### config.mk
export PLATFORM = sky130hd
export DESIGN_NAME = led_flash_ctrl_flat
export DESIGN_NICKNAME = d
export VERILOG_FILES = /design/src/rtl/led_flash_if.sv /design/src/rtl/led_flash_ctrl.sv /design/src/flat_wrapper.sv
export SDC_FILE = /design/constraint.sdc
export NUM_CORES = 1
export LEC_CHECK = 0
export ABC_AREA = 1
export CAP_MARGIN = 5
export CORE_MARGIN = 2
export CORE_UTILIZATION = 46
export CTS_CLUSTER_DIAMETER = 30
export CTS_CLUSTER_SIZE = 24
export DETAILED_ROUTE_END_ITERATION = 10
export DONT_BUFFER_PORTS = 1
export HOLD_SLACK_MARGIN = 0.12
export PLACE_DENSITY = 0.69
export SKIP_LAST_GASP = 1
export SYNTH_ARGS = -nofsm -noshare
export SYNTH_HDL_FRONTEND = slang
export SYNTH_SLANG_ARGS = --single-unit
### constraint.sdc
create_clock -name i_clk -period 1.65 [get_ports i_clk]
set_input_delay 0.33 -clock i_clk [delete_from_list [all_inputs] [get_ports i_clk]]
set_output_delay 0.33 -clock i_clk [all_outputs]
set_load 0.01 [all_outputs]
### src/rtl/led_flash_if.sv
// Bundle between timebase/control source and the LED flash controller.
// Master drives count, enable and mode; slave returns LED, tick and run status.
interface led_flash_if #(
  parameter int LED_W = 8
);
  logic [31:0]      i_counter;
  logic             i_enable;
  logic [1:0]       i_mode;
  logic [LED_W-1:0] o_led;
  logic             o_tick;
  logic             o_running;

  modport master (
    output i_counter,
    output i_enable,
    output i_mode,
    input  o_led,
    input  o_tick,
    input  o_running
  );

  modport slave (
    input  i_counter,
    input  i_enable,
    input  i_mode,
    output o_led,
    output o_tick,
    output o_running
  );
endinterface

### src/rtl/led_flash_ctrl.sv
// LED pattern generator stepped by rising edges of one timebase count bit.
// Modes: blink, chase, ping-pong, binary count.
module led_flash_ctrl #(
  parameter int LED_W    = 8,
  parameter int TICK_BIT = 24
) (
  input  logic        i_clk,
  input  logic        i_reset,
  led_flash_if.slave  bus
);

  localparam logic [0:0] S_IDLE = 1'b0;
  localparam logic [0:0] S_RUN  = 1'b1;

  localparam logic [1:0] M_BLINK = 2'd0;
  localparam logic [1:0] M_CHASE = 2'd1;
  localparam logic [1:0] M_PING  = 2'd2;

  localparam logic DIR_L = 1'b0;
  localparam logic DIR_R = 1'b1;

  logic [0:0]       state_q, state_d;
  logic             prev_q, prev_d;
  logic             tick_q, tick_d;
  logic [1:0]       mode_q, mode_d;
  logic             dir_q, dir_d;
  logic [LED_W-1:0] led_q, led_d;

  logic             rise;
  logic             same_mode;
  logic [LED_W-1:0] step_led;
  logic             step_dir;
  logic             unused_cnt;

  assign unused_cnt = ^bus.i_counter;

  function automatic logic [LED_W-1:0] init_led(
    input logic [1:0] m
  );
    logic [LED_W-1:0] v;
    case (m)
      M_BLINK: v = '1;
      M_CHASE: v = LED_W'(1);
      M_PING:  v = LED_W'(1);
      default: v = '0;
    endcase
    return v;
  endfunction

  assign rise      = bus.i_counter[TICK_BIT] & ~prev_q;
  assign same_mode = (bus.i_mode == mode_q);

  always_comb begin
    step_led = led_q;
    step_dir = dir_q;
    case (mode_q)
      M_BLINK: step_led = ~led_q;
      M_CHASE: step_led = {led_q[LED_W-2:0], led_q[LED_W-1]};
      M_PING: begin
        // Bounce at either end so exactly one LED stays lit.
        if (dir_q == DIR_L) begin
          if (led_q[LED_W-1]) begin
            step_led = led_q >> 1;
            step_dir = DIR_R;
          end else begin
            step_led = led_q << 1;
          end
        end else begin
          if (led_q[0]) begin
            step_led = led_q << 1;
            step_dir = DIR_L;
          end else begin
            step_led = led_q >> 1;
          end
        end
      end
      default: step_led = led_q + LED_W'(1);
    endcase
  end

  always_comb begin
    prev_d  = bus.i_counter[TICK_BIT];
    tick_d  = rise;
    state_d = state_q;
    mode_d  = mode_q;
    dir_d   = dir_q;
    led_d   = led_q;
    case (state_q)
      S_IDLE: begin
        led_d = '0;
        if (bus.i_enable) begin
          state_d = S_RUN;
          mode_d  = bus.i_mode;
          led_d   = init_led(bus.i_mode);
          dir_d   = DIR_L;
        end
      end
      S_RUN: begin
        unique case (1'b1)
          !bus.i_enable: begin
            state_d = S_IDLE;
            led_d   = '0;
          end
          bus.i_enable && rise && same_mode: begin
            led_d = step_led;
            dir_d = step_dir;
          end
          bus.i_enable && rise && !same_mode: begin
            mode_d = bus.i_mode;
            led_d  = init_led(bus.i_mode);
            dir_d  = DIR_L;
          end
          default: ;
        endcase
      end
      default: begin
        state_d = S_IDLE;
        led_d   = '0;
      end
    endcase
  end

  // prev resets high so a bit already set at release does not tick.
  always_ff @(posedge i_clk or posedge i_reset) begin
    if (i_reset) begin
      state_q <= S_IDLE;
      prev_q  <= 1'b1;
      tick_q  <= 1'b0;
      mode_q  <= M_BLINK;
      dir_q   <= DIR_L;
      led_q   <= '0;
    end else begin
      state_q <= state_d;
      prev_q  <= prev_d;
      tick_q  <= tick_d;
      mode_q  <= mode_d;
      dir_q   <= dir_d;
      led_q   <= led_d;
    end
  end

  assign bus.o_led     = led_q;
  assign bus.o_tick    = tick_q;
  assign bus.o_running = (state_q == S_RUN);

endmodule

### src/flat_wrapper.sv
// flat-port wrapper written by rule: the top's interface ports become plain ports
module led_flash_ctrl_flat 
#(
  parameter int LED_W    = 8,
  parameter int TICK_BIT = 24
)
  (i_clk, i_reset, bus_i_counter, bus_i_enable, bus_i_mode, bus_o_led, bus_o_tick, bus_o_running);
  led_flash_if #(.LED_W(LED_W)) bus_i ();
  input  logic i_clk;
  input  logic i_reset;
  input wire logic [$bits(bus_i.i_counter)-1:0] bus_i_counter;
  input wire logic [$bits(bus_i.i_enable)-1:0] bus_i_enable;
  input wire logic [$bits(bus_i.i_mode)-1:0] bus_i_mode;
  output wire logic [$bits(bus_i.o_led)-1:0] bus_o_led;
  output wire logic [$bits(bus_i.o_tick)-1:0] bus_o_tick;
  output wire logic [$bits(bus_i.o_running)-1:0] bus_o_running;
  assign bus_i.i_counter = bus_i_counter;
  assign bus_i.i_enable = bus_i_enable;
  assign bus_i.i_mode = bus_i_mode;
  assign bus_o_led = bus_i.o_led;
  assign bus_o_tick = bus_i.o_tick;
  assign bus_o_running = bus_i.o_running;
  led_flash_ctrl #(.LED_W(LED_W), .TICK_BIT(TICK_BIT)) u_core (.i_clk(i_clk), .i_reset(i_reset), .bus(bus_i));
endmodule
==> results by group <==
Run status
  • Status: finished, final reports clean

Logic synthesis
  • Sequential area share after synthesis: 0.289
  • Yosys reg bits: 14
  • Gate Count Post-Synth: 206
  • Synth Flop Type: dfrtp_1
  • Dominant cells by area after synthesis: nand2_1 (28%), dfrtp_1 (27%), nand3_1 (12%)
  • Mux share of post-synthesis cell area: 0
  • Mapped Nets: 245
  • Synth Area in Compound Gates: 0.0967
  • Post-synth ARST share: 1.00
  • Post-synthesis simple-gate area fraction: 0.472
  • Adder-cell share of the synthesized area: 0.0206
  • Cell variety after synth: 26
  • YS warnings: 0
  • Main combinational cell family by area after synthesis: simple AND/OR/NAND/NOR gates
  • Mapped Avg Cell Area: 5.90 um^2
  • Post-synth top area share: 0.281
  • Post-Synth XOR/XNOR Area: 0.00720
  • Post-synth EDFFs: 0
  • Post-Syn Area: 1220 um^2
  • Largest area contributor in the netlist: nand2_1

Clock network
  • Clock slew at reported path FFs: 0.09 ns
  • Setup bufs post-CTS: 0
  • Clk sinks: 14
  • Root Driver: clkbuf_4
  • CTS Buf Count: 3
  • CTS Buffer Depth: 2
  • CTS tree: built
  • Clock Latency Late Sink: between 0.2 and 0.3 ns
  • H-tree Lvls: 1

Route
  • Initial DRC count: 34
  • Routed wire length: ~3000 um
  • Total iterations of the first detailed-routing run: 4
  • Drt via density: roughly 5.3
  • Via count: 1,296
  • DRC viols: 0
  • Routed WL per cell: 12.5 um
  • Antenna Nets Post-Route: 0

Placed design
  • Place WS: 0.120 ns
  • Port Buffers: 0
  • Hpwl dp: 2400 um
  • Routability cong.: 0.911

Setup path
  • CP Capture Type: flip-flop
  • CP bufs+invs: 1
  • Crit path launch: u_core.mode_q[1]
  • CP max FO: 11
  • CP max stage cell: dfrtp_1
  • CP startpoint kind: flip-flop
  • Critical path's top delay family: simple AND/OR/NAND/NOR gates
  • Critical path class: reg2reg
  • Critical R2R Launch: u_core.mode_q[1]
  • Most used cell, CP: nand2_1
  • CP peak stage delay: about 0.53 ns
  • Critical path cell sequence: inv_2, nor2_4, nand2_1, nand2_1, nand2_1, nand3_1, nand3_1, nand2_1, nand2_1, nand3_1
  • WP data required: around 1.9 ns
  • Crit path DAT: 1.74 ns

STA
  • Post-layout min period: 1.53 ns
  • FMAX: ~0.66 GHz
  • TNS Setup: 0 ns
  • Slew headroom: 0.644
  • Setup ws final: 0.125 ns
  • Period utilization: 0.924
  • Max-slew violations: 0
  • RSZ-0062 raised after global routing: false
  • Worst Skew: approximately 0.011 ns
  • Final setup violation count: 0
  • Hold Vio Cnt, Final: 0
  • Worst-margin pin slew: 0.534 ns

GRT
  • First-pass GRT wire length: 5240 um
  • Number of global-route vias before repair: roughly 1,200
  • Global route overflow: 0
  • Largest net degree at the start of global routing: 15
  • Initial antenna violation count: 0
  • Total Routing Usage GR: 0.207

Power and ir drop
  • Clock share of power: 0.248
  • Sequential power share: 0.424
  • Leakage power total: 0.000714 uW
  • P_int: 625 uW
  • Cell Pwr Density: 752 nW/um^2
  • Worst IR drop on VDD: 683 uV
  • Switching power total: between 300 and 400 uW
  • Comb pwr share: 0.328
  • Switching Share: 0.379

Cells and area
  • Total Nets Final: between 200 and 300
  • Most frequent cells in the layout: nand2_1 (90), nand3_1 (28), inv_1 (21)
  • FF/Latch Area: approximately 350 um^2
  • Layout cells sized above 1: 0.117
  • Synth-to-layout area growth: 10.1%
  • # fillers: 270
  • Multi-input logic area: 738 um^2
  • Commonest non-fill, non-tap cell in the layout: nand2_1
  • Antenna Diode Count: 0

Flow run
  • Max Cap Viol: 0

Floorplanning
  • Core footprint: approximately 2500 um^2
  • Die Y: 55.4 um
  • Io pins: 47
  • Die width: 55.4 um
  • Initial Utilization: 0.486
  • Die area: 3070 um^2
  • Num rows: 18

Min path
  • Hold WC Path Type: in2reg
  • Hold Crit Start: bus_i_mode[0]
[per-stage QoR]
step / util / std cells / power (uW) / hold WS, ns / instance area, um^2
after floorplan: - / 206 / 679 / 0.219 / 1220
after global placement: 0.504 / 237 / 741 / 0.273 / 1260
after detailed placement: 0.504 / 237 / 746 / 0.289 / 1260
after CTS: 0.530 / 244 / 1000 / 0.152 / 1330
after global routing: 0.536 / 244 / 1070 / 0.158 / 1340
final: 0.536 / 244 / 1010 / 0.157 / 1340
[state kept, by name (all words and copies together) (netlist names)]
register	flops
u_core.bus.o_led	8
u_core.bus.o_running	1
u_core.bus.o_tick	1
u_core.dir_q	1
u_core.mode_q	2
u_core.prev_q	1
[synthesized netlist by cell type, types with 2 or more instances]
library cell  instances
buf_6                 2
a21oi_1               6
o21ai_0               9
dfrtp_1              13
nand2_2               2
nor2_1               14
nand3_1              28
inv_1                21
o21ai_1               2
inv_2                 2
ha_1                  2
nand2_1              91
[final timing paths]
path                                       end  cells past startpoint  slack [ns]
max                        u_core.bus.o_led[6]                     10        0.12
min reg2reg                u_core.bus.o_led[0]                      2        0.55
max reg2reg                u_core.bus.o_led[6]                     10        0.12
min                           u_core.mode_q[0]                      2        0.16
min in group asynchronous  u_core.bus.o_led[1]                      2        0.52
max in group asynchronous     u_core.mode_q[0]                      2        0.75
[per-layer routing]
| layer | vias up | track usage | wire length (um) |
|---|---|---|---|
| met4 | 0 | 0.0627 | 38 |
| met2 | 55 | 0.349 | 1430 |
| met1 | 573 | 0.275 | 1360 |
| met5 | - | 0 | 0 |
| li1 | 664 | - | - |
| met3 | 4 | 0.0281 | 221 |
[power by group through the flow]
stage          registers (uW)  clock network (uW)  logic [uW]
2_1_floorplan             409                   0         270
3_3_place_gp              430                   0         311
3_5_place_dp              431                   0         315
4_1_cts                   424                 257         323
5_1_grt                   432                 262         374
6_report                  427                 250         330
[logic make-up (layout without fill, tap and decap cells)]
kind of cell,Yosys count,after routing
AOI/OAI and AO/OA,21,21
DFF,14,14
adders and majority gates,2,2
and+or+nand+nor,138,138
buffers and inverters,30,38
xor gates and xnor gates,1,1
[timing repair]
item / in CTS / in global routing
hold buffers: 3 / 0
resized for setup: 0 / 4
setup endpoints to repair: 0 / 8
endpoints found under the hold margin: 15 / 0
[final cells by class]
| cell class | instances | share of cell area |
|---|---|---|
| Multi-Input combinational cell | 162 | 0.551 |
| Tap cell | 30 | 0.0280 |
| Sequential cell | 14 | 0.264 |
| Clock buffer | 4 | 0.0271 |
| Timing Repair Buffer | 9 | 0.0561 |
| Inverter | 25 | 0.0738 |
No activity file was read; power rests on OpenSTA's default activity.
